`src/rtl/mnisc_act_pkg.sv`:
```
// Shared definitions for the activation packing path.
// Holds the code width, the packer state encoding and the act_bits helpers
// used by act_row_packer and act_code_slicer.
package mnisc_act_pkg;

  // Every activation is cut into codes of this many bits.
  localparam int unsigned CODE_W = 2;

  // Packer states. Plain localparams keep the encoding visible to older tools.
  typedef logic [1:0] apk_state_e;
  localparam apk_state_e ST_IDLE  = 2'd0;
  localparam apk_state_e ST_RUN   = 2'd1;
  localparam apk_state_e ST_DRAIN = 2'd2;
  localparam apk_state_e ST_DONE  = 2'd3;

  // Only these widths give a slice count that is a power of two dividing a beat.
  function automatic logic act_bits_legal(input logic [7:0] bits);
    return (bits == 8'd2) || (bits == 8'd4) || (bits == 8'd8) || (bits == 8'd16);
  endfunction

  // Number of 2-bit codes per element.
  function automatic logic [7:0] act_slices(input logic [7:0] bits);
    return bits >> 1;
  endfunction

endpackage

```
`src/rtl/act_code_slicer.sv`:
```
// Combinational slicer: places the low 2*S bits of one element at code position
// code_cnt of a beat, LSB slice first.
// Ports:
//   elem_i      element to slice (only the low 2*slices_i bits are used)
//   slices_i    codes per element, S in {1,2,4,8}
//   code_cnt_i  first code position written by this element
//   wr_mask_o   bits of the beat written by this element
//   wr_data_o   element codes at their beat position, zero elsewhere
module act_code_slicer
  import mnisc_act_pkg::*;
#(
  parameter int unsigned OUT_W  = 128,
  parameter int unsigned ELEM_W = 16
) (
  input  logic [ELEM_W-1:0]                   elem_i,
  input  logic [3:0]                          slices_i,
  input  logic [$clog2(OUT_W/CODE_W)-1:0]     code_cnt_i,
  output logic [OUT_W-1:0]                    wr_mask_o,
  output logic [OUT_W-1:0]                    wr_data_o
);

  logic [ELEM_W-1:0] lane_mask;

  always_comb begin
    // Shifting all-ones left by 2*S clears the used lane; a shift of the full width
    // (S=8 with 16-bit elements) yields zero, so the inverse is all-ones as needed.
    lane_mask = ~({ELEM_W{1'b1}} << {slices_i, 1'b0});
    wr_mask_o = OUT_W'(lane_mask) << {code_cnt_i, 1'b0};
    wr_data_o = OUT_W'(elem_i & lane_mask) << {code_cnt_i, 1'b0};
  end

endmodule

```
`src/rtl/act_row_packer.sv`:
```
// Activation row packer: slices a (y, x, ic) element stream into 2-bit codes and
// packs them into OUT_W-bit beats for the conv3x3 line buffer. Each input row ends
// on a beat boundary (zero padded) and beats carry row/frame-last tags.
// Ports:
//   clk, rst_n                 clock, asynchronous active-low reset
//   cfg_w_in_i/h_in_i/ic_i     frame geometry, latched on an accepted start
//   cfg_act_bits_i             element width in bits (2/4/8/16), latched on start
//   start_i                    begin a frame (only honoured when idle)
//   busy_o/done_o/cfg_err_o    status; done and cfg_err are single-cycle pulses
//   elem_data_i/valid_i/ready_o element stream
//   act_out_data_o/valid_o/ready_i packed beat stream, code k in bits [2k+1:2k]
//   act_out_row_last_o/frame_last_o beat tags
module act_row_packer
  import mnisc_act_pkg::*;
#(
  parameter int unsigned OUT_W  = 128,
  parameter int unsigned ELEM_W = 16,
  parameter int unsigned MAX_W  = 256,
  parameter int unsigned MAX_IC = 256
) (
  input  logic              clk,
  input  logic              rst_n,
  input  logic [15:0]       cfg_w_in_i,
  input  logic [15:0]       cfg_h_in_i,
  input  logic [15:0]       cfg_ic_i,
  input  logic [7:0]        cfg_act_bits_i,
  input  logic              start_i,
  output logic              busy_o,
  output logic              done_o,
  output logic              cfg_err_o,
  input  logic [ELEM_W-1:0] elem_data_i,
  input  logic              elem_valid_i,
  output logic              elem_ready_o,
  output logic [OUT_W-1:0]  act_out_data_o,
  output logic              act_out_valid_o,
  input  logic              act_out_ready_i,
  output logic              act_out_row_last_o,
  output logic              act_out_frame_last_o
);

  localparam int unsigned CodesPerBeat = OUT_W / CODE_W;
  localparam int unsigned CntW         = $clog2(CodesPerBeat);
  localparam int unsigned ElemCntW     = $clog2(MAX_W * MAX_IC) + 1;

  apk_state_e          state_q, state_d;
  logic [ElemCntW-1:0] row_len_q, row_len_d;
  logic [15:0]         h_q, h_d;
  logic [3:0]          s_q, s_d;
  logic [ElemCntW-1:0] elem_cnt_q, elem_cnt_d;
  logic [15:0]         row_cnt_q, row_cnt_d;
  logic [OUT_W-1:0]    pack_q, pack_d;
  logic [CntW-1:0]     code_cnt_q, code_cnt_d;
  logic                slot_valid_q, slot_valid_d;
  logic [OUT_W-1:0]    slot_data_q, slot_data_d;
  logic                slot_row_last_q, slot_row_last_d;
  logic                slot_frame_last_q, slot_frame_last_d;
  logic                cfg_err_q, cfg_err_d;

  logic [OUT_W-1:0] wr_mask, wr_data, merged;
  logic             elem_hs, row_end, frame_end, beat_full, beat_close, slot_drain;

  act_code_slicer #(
    .OUT_W  (OUT_W),
    .ELEM_W (ELEM_W)
  ) u_slicer (
    .elem_i     (elem_data_i),
    .slices_i   (s_q),
    .code_cnt_i (code_cnt_q),
    .wr_mask_o  (wr_mask),
    .wr_data_o  (wr_data)
  );

  always_comb begin
    merged     = (pack_q & ~wr_mask) | wr_data;
    row_end    = (elem_cnt_q == row_len_q - ElemCntW'(1));
    frame_end  = row_end && (row_cnt_q == h_q - 16'd1);
    beat_full  = ((CntW + 1)'(code_cnt_q) + (CntW + 1)'(s_q)) == (CntW + 1)'(CodesPerBeat);
    beat_close = beat_full || row_end;
    slot_drain = slot_valid_q && act_out_ready_i;
    // Stall only an element that would need the slot while it is still occupied.
    elem_ready_o = (state_q == ST_RUN) && !(beat_close && slot_valid_q && !act_out_ready_i);
    elem_hs      = elem_valid_i && elem_ready_o;
  end

  always_comb begin
    state_d           = state_q;
    row_len_d         = row_len_q;
    h_d               = h_q;
    s_d               = s_q;
    elem_cnt_d        = elem_cnt_q;
    row_cnt_d         = row_cnt_q;
    pack_d            = pack_q;
    code_cnt_d        = code_cnt_q;
    slot_valid_d      = slot_valid_q;
    slot_data_d       = slot_data_q;
    slot_row_last_d   = slot_row_last_q;
    slot_frame_last_d = slot_frame_last_q;
    cfg_err_d         = 1'b0;

    if (slot_drain) begin
      slot_valid_d = 1'b0;
    end

    case (state_q)
      ST_IDLE: begin
        if (start_i) begin
          if (!act_bits_legal(cfg_act_bits_i)) begin
            cfg_err_d = 1'b1;
          end else begin
            s_d        = 4'(act_slices(cfg_act_bits_i));
            h_d        = cfg_h_in_i;
            row_len_d  = ElemCntW'(cfg_w_in_i) * ElemCntW'(cfg_ic_i);
            elem_cnt_d = '0;
            row_cnt_d  = '0;
            pack_d     = '0;
            code_cnt_d = '0;
            if ((cfg_w_in_i == 16'd0) || (cfg_h_in_i == 16'd0) || (cfg_ic_i == 16'd0)) begin
              state_d = ST_DONE;
            end else begin
              state_d = ST_RUN;
            end
          end
        end
      end

      ST_RUN: begin
        if (elem_hs) begin
          if (beat_close) begin
            // Load wins over the drain above when both happen in one cycle.
            slot_valid_d      = 1'b1;
            slot_data_d       = merged;
            slot_row_last_d   = row_end;
            slot_frame_last_d = frame_end;
            pack_d            = '0;
            code_cnt_d        = '0;
          end else begin
            pack_d     = merged;
            code_cnt_d = code_cnt_q + CntW'(s_q);
          end
          if (row_end) begin
            elem_cnt_d = '0;
            row_cnt_d  = row_cnt_q + 16'd1;
            if (frame_end) begin
              state_d = ST_DRAIN;
            end
          end else begin
            elem_cnt_d = elem_cnt_q + ElemCntW'(1);
          end
        end
      end

      ST_DRAIN: begin
        if (slot_drain && slot_frame_last_q) begin
          state_d = ST_DONE;
        end
      end

      ST_DONE: begin
        state_d = ST_IDLE;
      end

      default: begin
        state_d = ST_IDLE;
      end
    endcase
  end

  always_ff @(posedge clk or negedge rst_n) begin
    if (!rst_n) begin
      state_q           <= ST_IDLE;
      row_len_q         <= '0;
      h_q               <= '0;
      s_q               <= '0;
      elem_cnt_q        <= '0;
      row_cnt_q         <= '0;
      pack_q            <= '0;
      code_cnt_q        <= '0;
      slot_valid_q      <= 1'b0;
      slot_data_q       <= '0;
      slot_row_last_q   <= 1'b0;
      slot_frame_last_q <= 1'b0;
      cfg_err_q         <= 1'b0;
    end else begin
      state_q           <= state_d;
      row_len_q         <= row_len_d;
      h_q               <= h_d;
      s_q               <= s_d;
      elem_cnt_q        <= elem_cnt_d;
      row_cnt_q         <= row_cnt_d;
      pack_q            <= pack_d;
      code_cnt_q        <= code_cnt_d;
      slot_valid_q      <= slot_valid_d;
      slot_data_q       <= slot_data_d;
      slot_row_last_q   <= slot_row_last_d;
      slot_frame_last_q <= slot_frame_last_d;
      cfg_err_q         <= cfg_err_d;
    end
  end

  assign busy_o               = (state_q != ST_IDLE);
  assign done_o               = (state_q == ST_DONE);
  assign cfg_err_o            = cfg_err_q;
  assign act_out_valid_o      = slot_valid_q;
  assign act_out_data_o       = slot_data_q;
  assign act_out_row_last_o   = slot_row_last_q;
  assign act_out_frame_last_o = slot_frame_last_q;

endmodule

```
`config.mk`:
```
export PLATFORM = sky130hd
export DESIGN_NAME = act_row_packer
export DESIGN_NICKNAME = d
export VERILOG_FILES = /design/src/rtl/mnisc_act_pkg.sv /design/src/rtl/act_code_slicer.sv /design/src/rtl/act_row_packer.sv
export SDC_FILE = /design/constraint.sdc
export NUM_CORES = 1
export LEC_CHECK = 0
export ABC_AREA = 1
export BUFFER_PORTS_ARGS = -buffer_cell sky130_fd_sc_hd__buf_2
export CAP_MARGIN = 20
export CORE_MARGIN = 2
export CORE_UTILIZATION = 45
export DETAILED_ROUTE_END_ITERATION = 16
export HOLD_SLACK_MARGIN = 0.05
export PLACE_DENSITY = 0.75
export SETUP_SLACK_MARGIN = 0.3
export SLEW_MARGIN = 20
export SYNTH_ARGS = -nofsm -noshare
export SYNTH_HDL_FRONTEND = slang
export SYNTH_HIERARCHICAL = 1
export SYNTH_SLANG_ARGS = --single-unit
export TNS_END_PERCENT = 50
```
`constraint.sdc`:
```
create_clock -name clk -period 4.8 [get_ports clk]
set_input_delay 0.48 -clock clk [delete_from_list [all_inputs] [get_ports clk]]
set_output_delay 0.48 -clock clk [all_outputs]
set_load 0.1 [all_outputs]
```
==> impl_metrics.toml, run 1 <==
[routing]
vias_per_cell = 5.13
ant_nets = 0
drt_first_pass_iters = 7
wl_um = 71300
drc = 0
drtIter0Drc = 2242
wl_per_cell_um = 16.1
num_vias = 22700

[floorplan]
core_area_um2 = 56400
row_count = 87
io_pins = 212
die_height_um = 243
initial_core_util_pct = 45.5
die_area_um2 = 58900
die-width_um = 243

[timing]
fmax_ghz = 0.220
postLayoutSetupSlackWorst_ps = 247
grt_setup_unrepaired = "yes"
finalSetupViolCount = 0
period_share_pct = 94.8
period_needed_ps = 4550
whs_ps = 132
maxSlewHeadroom_pct = 38.3
slew_violations = 0
worst_pin_slew_ps = 925
finClkSkew_ps = 27.0
finalHoldViolCount = 0

[cells_and_area]
finalNetCount = 3873
area.sequential_um2 = 8460
fin_cells = 4426
multiInputGateArea_um2 = 13800
areaGrowthSynthToFinish_pct = 12.5
fin_util_pct = 51.2
num_antenna_cells = 0
drive_gt1_share_pct = 18.3
fillCellCount = 5542
fin_area_um2 = 28900

[synthesis]
avgSynthCellArea_um2 = 7.30
synth_edf_count = 0
synth_cell_types = 55
syn_inst = 3516
ys_seq_area_share_pct = 33.0
async_reset_ff_share_pct = 100
yosysWarnings = 6
synth_ff_type = "dfrtp_1"
syn-cell-area_um2 = 25700
ys_ff_latch = 338
synth_fp_nets = 3750

[global_route]
use_met1_pct = 34.5
grt-ovfl-total = 0
use_met2_pct = 37.9
met3_usage_pct = 3.57
grt_max_degree = 145
antenna_found_initial = 0
grt.total_usage_pct = 24.2
grt_pass1_vias = 21400
grt-busiest-layer = "met2"
grt_pass1_wl_um = 115000

[clock_tree]
clockRootBuffer = "clkbuf_16"
htree_levels = 2
clkSlewWorstSetupHoldPaths_ps = 60
cts_max_path_buffers = 3
cts_made_buffers = 40
numClockSinks = 338
cts_tree = "done"
clkLatencyLatePin_ps = 580

[critical_path]
start_kind = "input port"
crit_slowest_cell = "fa_1"
end_kind = "register"
worstPathArrival_ps = 5000
cp_num_buf_inv = 1
cp.required_ps = 5250
critical-path-top-delay-family = "adder cells"
critPathMaxStageDelay_ps = 580
crit_type = "in -> reg"
cp_max_fo = 9
path_cells = "buf_6 > nand2_1 > fa_1 > fa_1 > fa_1 > fa_1 > fa_1 > fa_2 > xnor2_2 > xor2_1 > xor2_1 > xnor2_1 > xor2_1 > nand2_1 > nand2_1 > nand2_1 > nand3_1 > nand2_1"

[placement]
dp_slack_ps = -533
dpl.hpwl_um = 53600
dpl_cell_area_um2 = 27200
portBuffers = 211
place_congestion = 1.01
placedCellCount = 4349

[job]
drv_cap = 0

[power]
total_leakage_power_nw = 14.7
vdd_drop_max_v = 0.000626
power_density_nw_per_um2 = 577

[min_path]
hp-class = "in -> reg"

[status]
status = "finished, final reports clean"
[worst reg2reg max path, stage by stage (launching register included)]
cell     delay (ps)
dfrtp_1         430
inv_2           160
ha_1            270
nand2_1         120
nor2_1          160
nand3_1         110
nand2_1          70
nand2_1          60
nor3_1          210
nand4_2         180
nand2_4         170
nand2_2          80
nand3_2          70
nand2_2         100
nand3_4         320
buf_12          500
nand2_1         200
o21ai_2          90
[flip-flops by register name (all words and copies together) (netlist names)]
signal                flops
act_out_row_last_o        1
row_cnt_q                16
code_cnt_q                6
h_q                      16
pack_q                  128
act_out_frame_last_o      1
state_q                   2
act_out_valid_o           1
row_len_q                17
cfg_err_o                 1
act_out_data_o          128
s_q                       4
elem_cnt_q               17
[stage by stage]
stage | TNS [ps] | power (mW)
2_1_floorplan | -729 | 10.3
3_3_place_gp | -2040 | 12.4
3_5_place_dp | -2780 | 12.6
4_1_cts | 0 | 16.0
5_1_grt | 0 | 17.9
6_report | 0 | 16.7
[placed cells by master (no fill, tap or decap), types with 53 or more instances in the layout]
cell / synthesis / layout
dfrtp_1: 338 / 336
buf_2: 28 / 192
nand2_1: 880 / 868
o21ai_2: 101 / 102
ha_1: 62 / 53
inv_1: 538 / 528
nand4_1: 56 / 56
buf_4: 67 / 102
nand2_2: 88 / 97
fa_1: 95 / 93
a21oi_1: 182 / 175
nor2_1: 261 / 258
xor2_1: 56 / 56
nand3_1: 218 / 214
o21ai_0: 127 / 123
o21ai_1: 128 / 131
[power breakdown]
group	leakage (nW)	switching, mW	internal (mW)
Sequential	4.63	0.340	3.17
Clock	0.655	1.33	1.79
Combinational	9.37	6.37	3.66
[final timing paths]
check	from	endpoint	slack (ps)	cells past startpoint
max in group asynchronous	rst_n	h_q[15]	3160	3
max reg2reg	row_len_q[0]	pack_q[27]	1430	17
min in group asynchronous	rst_n	act_out_data_o[85]	580	2
min	cfg_h_in_i[12]	h_q[12]	130	3
min reg2reg	act_out_data_o[67]	act_out_data_o[67]	480	2
max	cfg_w_in_i[8]	row_len_q[16]	250	18
[cell families after synthesis]
kind of cell,count (synthesis),share of synthesized area [%]
AND/OR/NAND/NOR,1578,26.5
buffers and inverters,791,14.4
AO/OA/AOI/OAI,561,12.7
flip-flops,338,33.0
adder cells (fa/ha/maj),157,10.4
XOR/XNOR,90,3.07
multiplexers,1,0.0390
[routing by layer]
| metal | vias up | part of all wire [%] |
|---|---|---|
| li1 | 11200 | - |
| met1 | 10700 | 45 |
| met2 | 717 | 45 |
| met3 | 121 | 6.6 |
| met4 | 0 | 3.3 |
| met5 | - | 0 |
[synth_stat cells (7+ instances only)]
master	number	share of area [%]
fa_1	95	7.4
and2_1	7	0.17
inv_1	538	7.9
buf_4	67	2.0
nor4_1	17	0.41
dfrtp_1	338	33
buf_6	38	1.7
ha_1	62	3.0
nor3_1	14	0.27
nand2_1	880	13
a21oi_1	182	3.6
nor2_1	261	3.8
buf_2	28	0.55
buf_12	7	0.55
o21ai_1	128	2.5
clkbuf_1	78	1.1
nor2_2	9	0.22
o21ai_0	127	2.5
buf_1	21	0.31
inv_2	7	0.10
nand3b_1	9	0.26
nand2_2	88	2.1
nand3_1	218	4.3
xor2_1	56	1.9
xnor2_1	34	1.2
nand4_1	56	1.4
o21ai_2	101	3.4
[final cells by class]
cell class	instances	area share, %
multi-input cells	2387	47.8
flip-flops and latches	338	29.3
repair buffers	325	7.84
inverters	547	7.12
clock buffers	48	3.71
well taps	756	3.28
clock inverters	25	0.932
[what timing repair did]
action	in CTS	in global routing
pin swaps	17	25
hold buffers	1	0
resized for setup	37	56
setup endpoints to repair	4	8
buffers inserted	2	1
endpoints found under the hold margin	85	0
Note: power is estimated with default switching activity, not from simulation.
==> inputs of run 2 (changes only) <==
==> constraint.sdc (replaced) <==
create_clock -name clk -period 4.8 [get_ports clk]
set_input_delay 0.72 -clock clk [delete_from_list [all_inputs] [get_ports clk]]
set_output_delay 0.72 -clock clk [all_outputs]
set_load 0.1 [all_outputs]
==> run 2 against run 1 <==
Effect of this change:
- the flow now finishes with violations (negative setup slack)
- register-to-register slack lost 180 ps
- critical endpoint unchanged
- sequential power hardly changed
- largest power group unchanged
- maximum frequency decreased by 5.3%
- core utilization rose by 0.13 points
- clock power up 1%
- combinational power about the same
- critical path depth unchanged
- cell count unchanged
- die area unchanged
- first-iteration DRC count decreased by 9.1%
- non-clock buffer count rose by 3
- total power down 0.61%
==> impl_metrics.toml, run 2 (synthesis gave the netlist of run 1 again) <==
[status]
status = "finished, violations left"
violations = "negative setup slack"

[global_route]
antenna_found_initial = 0
grt.total_usage_pct = 24.2
grt-ovfl-total = 0
grt_max_degree = 259
grt_pass1_wl_um = 115000
grt_pass1_vias = 21500

[cells_and_area]
area.sequential_um2 = 8460
final_cell_mix = "nand2_1 (869), inv_1 (529), dfrtp_1 (336)"
final_common_cell = "nand2_1"
fin_util_pct = 51.3
fillCellCount = 5467
finalNetCount = 3874
multiInputGateArea_um2 = 13800
drive_gt1_share_pct = 18.3
areaGrowthSynthToFinish_pct = 12.8
num_antenna_cells = 0
fin_area_um2 = 28900

[placement]
dp_slack_ps = -753
dpl.hpwl_um = 53000
dpl_cell_area_um2 = 27200
portBuffers = 211
place_congestion = 1.00

[critical_path]
rr_endpoint = "act_out_data_o[47]"
cp_max_fo = 12
start_kind = "input port"
r2r_start = "row_len_q[0]"
endpoint = "row_len_q[16]"
cp.required_ps = 5250
r2r_slack_ps = 1250
worstSetupStartpoint = "cfg_w_in_i[2]"
rr_worst_depth = 14
worstPathArrival_ps = 5260
crit_type = "in -> reg"
end_kind = "register"

[timing]
worst_pin_slew_ps = 1420
slew_violations = 0
whs_ps = 264
finalSetupViolCount = 1
period_share_pct = 100
maxSlewHeadroom_pct = 5.17
fmax_ghz = 0.208
finalHoldViolCount = 0
period_needed_ps = 4810
grt_setup_unrepaired = "yes"
postLayoutSetupSlackWorst_ps = -6.84
finClkSkew_ps = 23.0

[power]
total_leakage_power_nw = 14.7
vdd_drop_max_v = 0.000571
power_density_nw_per_um2 = 572

[clock_tree]
cts_tree = "done"
cts-hold-fix-buffers = 0
cts_made_buffers = 38
clkLatencyLatePin_ps = 570
cts_max_path_buffers = 3
htree_levels = 2
clockRootBuffer = "clkbuf_16"
numClockSinks = 338
clkSlewWorstSetupHoldPaths_ps = 60

[floorplan]
initial_core_util_pct = 45.5
core_area_um2 = 56400
row_count = 87
io_pins = 212
die-width_um = 243
die_area_um2 = 58900
die_height_um = 243

[routing]
num_vias = 22700
wl_per_cell_um = 16.1
wl_um = 71100
vias_per_cell = 5.13
drc = 0
ant_nets = 0
drtIter0Drc = 2037
drt_first_pass_iters = 6

[min_path]
hp-class = "in -> async"

[job]
drv_cap = 0
## run 2: changes by cell type in the layout (fill, tap and decap cells not counted), sizes merged
cell,delta
clkinv,-6
clkbuf,+4
buf,+3
bufinv,+2
dlygate4sd3,-1
clkinvlp,+2
inv,-4
## run 2: what timing repair did
item / CTS / global route
endpoints found under the setup margin: 8 / 9
resized for setup: 76 / 16
cloned: 0 / 0
pin swaps: 32 / 9
setup buffers: 2 / 1
## run 2: how the worst min path moves through the flow
stage                            start            endpoint  slack [ps]  cells after the start
floorplan                        rst_n   act_out_data_o[0]         420                      0
global placement     act_out_data_o[8]   act_out_data_o[8]         460                      2
finish                           rst_n  act_out_data_o[21]         260                      1
CTS                              rst_n          pack_q[86]         300                      1
global route                     rst_n  act_out_data_o[21]         340                      1
detailed placement  act_out_data_o[11]  act_out_data_o[11]         470                      2
## run 2: critical path, stage by stage
cell and delay [ps]:
buf_4 170, nand2_1 100, fa_1 570, fa_1 440, fa_1 510, fa_1 570
fa_1 460, fa_2 390, xnor2_2 180, xor2_1 210, xor2_1 210, xnor2_1 160
xor2_1 190, nand2_1 110, nand2_1 90, nand2_1 50, nand3_1 80, nand2_1 50
## run 2: cell type report
class	instances	share of cell area, %
repair buffers	328	8.08
clock buffers	51	3.81
clock inverters	19	0.891
well taps	756	3.27
inverters	547	7.10
multi-input cells	2387	47.6
flip-flops and latches	338	29.2
## run 2: metal layers
metal,global-route usage [%],up-vias,share of wire [%]
li1,-,11200,-
met1,33.8,10600,44
met2,38.1,828,45
met3,3.97,128,7.5
met4,8.08,0,3.6
met5,0,-,0
## run 2: per-stage QoR
step                      power (mW)  instances  setup TNS (ps)
after detailed placement        12.7       4353           -4740
final                           16.6       4426           -6.84
after floorplan                 10.3       3516           -1870
after global placement          12.5       4353           -4050
after CTS                       16.3       4425               0
after global routing            17.8       4426            -425
## run 2: power breakdown
group          internal [mW]  switching (mW)
clock network           1.90            1.26
registers               3.17           0.325
logic                   3.57            6.32
==> inputs of run 3 (changes only) <==
--- a/config.mk
+++ b/config.mk
@@ -8,6 +8,7 @@
 export ABC_AREA = 1
 export BUFFER_PORTS_ARGS = -buffer_cell sky130_fd_sc_hd__buf_2
 export CAP_MARGIN = 20
+export CORE_ASPECT_RATIO = 1.75
 export CORE_MARGIN = 2
 export CORE_UTILIZATION = 45
 export DETAILED_ROUTE_END_ITERATION = 16
==> run 3 against run 2 <==
Effect of this change:
- the run now ends clean
- combinational power rose by 6%
- critical path type unchanged
- maximum frequency rose by 2.1%
- clock-buffer cell count fell by 3
- setup slack improved by 97 ps
- critical endpoint is now row_len_q[15]
- register-to-register slack got worse by 110 ps
- sequential power rose by 1%
- largest cell class unchanged
- total power rose by 4.0%
- die area rose by 0.13%
- via count rose by 2.4%
- non-clock buffer count rose by 18
- sequential cell count did not move
- cell count rose by 0.41%
==> impl_metrics.toml, run 3 (synthesis gave the netlist of run 1 again) <==
[timing]
maxSlewHeadroom_pct = 28.3
finalHoldViolCount = 0
postLayoutSetupSlackWorst_ps = 89.9
finClkSkew_ps = 27.4
worst_pin_slew_ps = 1070
period_needed_ps = 4710
slew_violations = 0
finalSetupViolCount = 0
period_share_pct = 98.1
whs_ps = 248
fin_setup_tns_ps = 0
fmax_ghz = 0.212
grt_setup_unrepaired = "yes"

[critical_path]
rr_worst_depth = 11
cp.required_ps = 5240
start_kind = "input port"
end_kind = "register"
crit_slowest_cell = "fa_1"
r2r_start = "code_cnt_q[4]"
r2r_slack_ps = 1140
crit_type = "in -> reg"
critPathMaxStageDelay_ps = 570
path_common_cell = "fa_1"
path_cells = "buf_12 > nand2_1 > fa_1 > fa_1 > inv_2 > fa_2 > ha_4 > fa_1 > inv_1 > fa_1 > inv_2 > ha_4 > nand2_1 > o21ai_1 > a21oi_2 > o21ai_2 > a21oi_2 > o21bai_1 > or2_2 > nand3_2 > nand2_1"
cp_max_fo = 11
worstSetupStartpoint = "cfg_ic_i[2]"
worstPathArrival_ps = 5150
rr_endpoint = "pack_q[71]"

[cells_and_area]
final_common_cell = "nand2_1"
drive_gt1_share_pct = 19.4
fin_area_um2 = 29300
areaGrowthSynthToFinish_pct = 14.0
fillCellCount = 5434
num_antenna_cells = 0
final_cell_mix = "nand2_1 (860), inv_1 (519), dfrtp_1 (336)"
finalNetCount = 3890

[placement]
dp_slack_ps = -781
portBuffers = 211
dpl_cell_area_um2 = 27300
dpl.hpwl_um = 62000
place_congestion = 1.05

[power]
power_density_nw_per_um2 = 588
p_sw_share_pct = 48.6
p_sw_mw = 8.36
power_mw = 17.2
p_clk_share_pct = 18.4
pwr-share-comb_pct = 60.9
total_leakage_power_nw = 14.8
internal-power_mw = 8.85
sequentialPowerShare_pct = 20.6
vdd_drop_max_v = 0.000431

[floorplan]
io_pins = 212
row_count = 115
die_height_um = 320
die_area_um2 = 59000
core_area_um2 = 56300
initial_core_util_pct = 45.6
die-width_um = 184

[routing]
wl_um = 81900
wl_per_cell_um = 18.4
drt_first_pass_iters = 5
drtIter0Drc = 1467
num_vias = 23300
vias_per_cell = 5.24
ant_nets = 0
drc = 0

[global_route]
grt-ovfl-total = 0
grt.total_usage_pct = 27.9
grt_max_degree = 133
grt_pass1_vias = 23100
grt_pass1_wl_um = 126000
antenna_found_initial = 1

[clock_tree]
cts_max_path_buffers = 3
cts_tree = "done"
numClockSinks = 338
cts-hold-fix-buffers = 0
htree_levels = 2
clockRootBuffer = "clkbuf_16"
cts_made_buffers = 36
clkSlewWorstSetupHoldPaths_ps = 70
clkLatencyLatePin_ps = 560

[status]
status = "finished, final reports clean"

[min_path]
hp-class = "in -> async"

[job]
drv_cap = 0
run 3: cell count changes in the layout (fill, tap and decap cells not counted), sizes merged:
cell / before / now
clkinvlp: 5 / 2
buf: 327 / 346
bufinv: 5 / 8
clkbuf: 52 / 48
inv: 548 / 547
run 3: area by class of cell:
class,count,area [µm²],share of cell area (%)
multi-input cells,2387,13900,47.7
well taps,760,951,3.25
flip-flops and latches,338,8460,28.9
clock inverters,18,333,1.14
clock buffers,48,996,3.40
inverters,547,2060,7.03
repair buffers,346,2510,8.59
run 3: per-stage QoR:
| step | util, % | std cells |
|---|---|---|
| floorplan | - | 3516 |
| global placement | 48.5 | 4368 |
| detailed placement | 48.5 | 4368 |
| CTS | 51.6 | 4438 |
| global route | 52.0 | 4444 |
| finish | 52.0 | 4444 |
run 3: per-layer routing:
layer  global-route usage (%)  share of wire, %  routed length, µm  vias up
met1                     27.8                34              27500    11000
met5                        0             0.022                 18        -
met3                     4.01               4.8               3970      295
li1                         -                 -                  -    11200
met4                     23.2               9.8               8030        2
met2                     50.6                52              42400      752
run 3: worst max-delay path by stage:
stage / to / slack, ps
floorplan: row_len_q[15] / -470
global placement: row_len_q[15] / -690
detailed placement: row_len_q[15] / -780
CTS: row_len_q[15] / 50
global route: row_len_q[15] / -130
finish: row_len_q[15] / 90
run 3: timing repair:
item | in CTS | in global routing
gates cloned | 1 | 0
resized for setup | 94 | 55
pin swaps | 47 | 29
setup buffers | 3 | 6
setup endpoints to repair | 8 | 9
run 3: worst max-delay path: cells and delay by family:
family | cells | cell delay [ps]
buffers and inverters | 4 | 260
and+or+nand+nor | 5 | 590
adders and majority gates | 7 | 3000
AOI/OAI and AO/OA | 5 | 560
run 3: power by group through the flow:
stage	sequential, mW	combinational (mW)	clock (mW)
3_3_place_gp	3.58	9.13	0
2_1_floorplan	3.49	6.79	0
4_1_cts	3.54	9.86	3.22
5_1_grt	3.59	11.5	3.33
6_report	3.55	10.5	3.17
3_5_place_dp	3.59	9.25	0
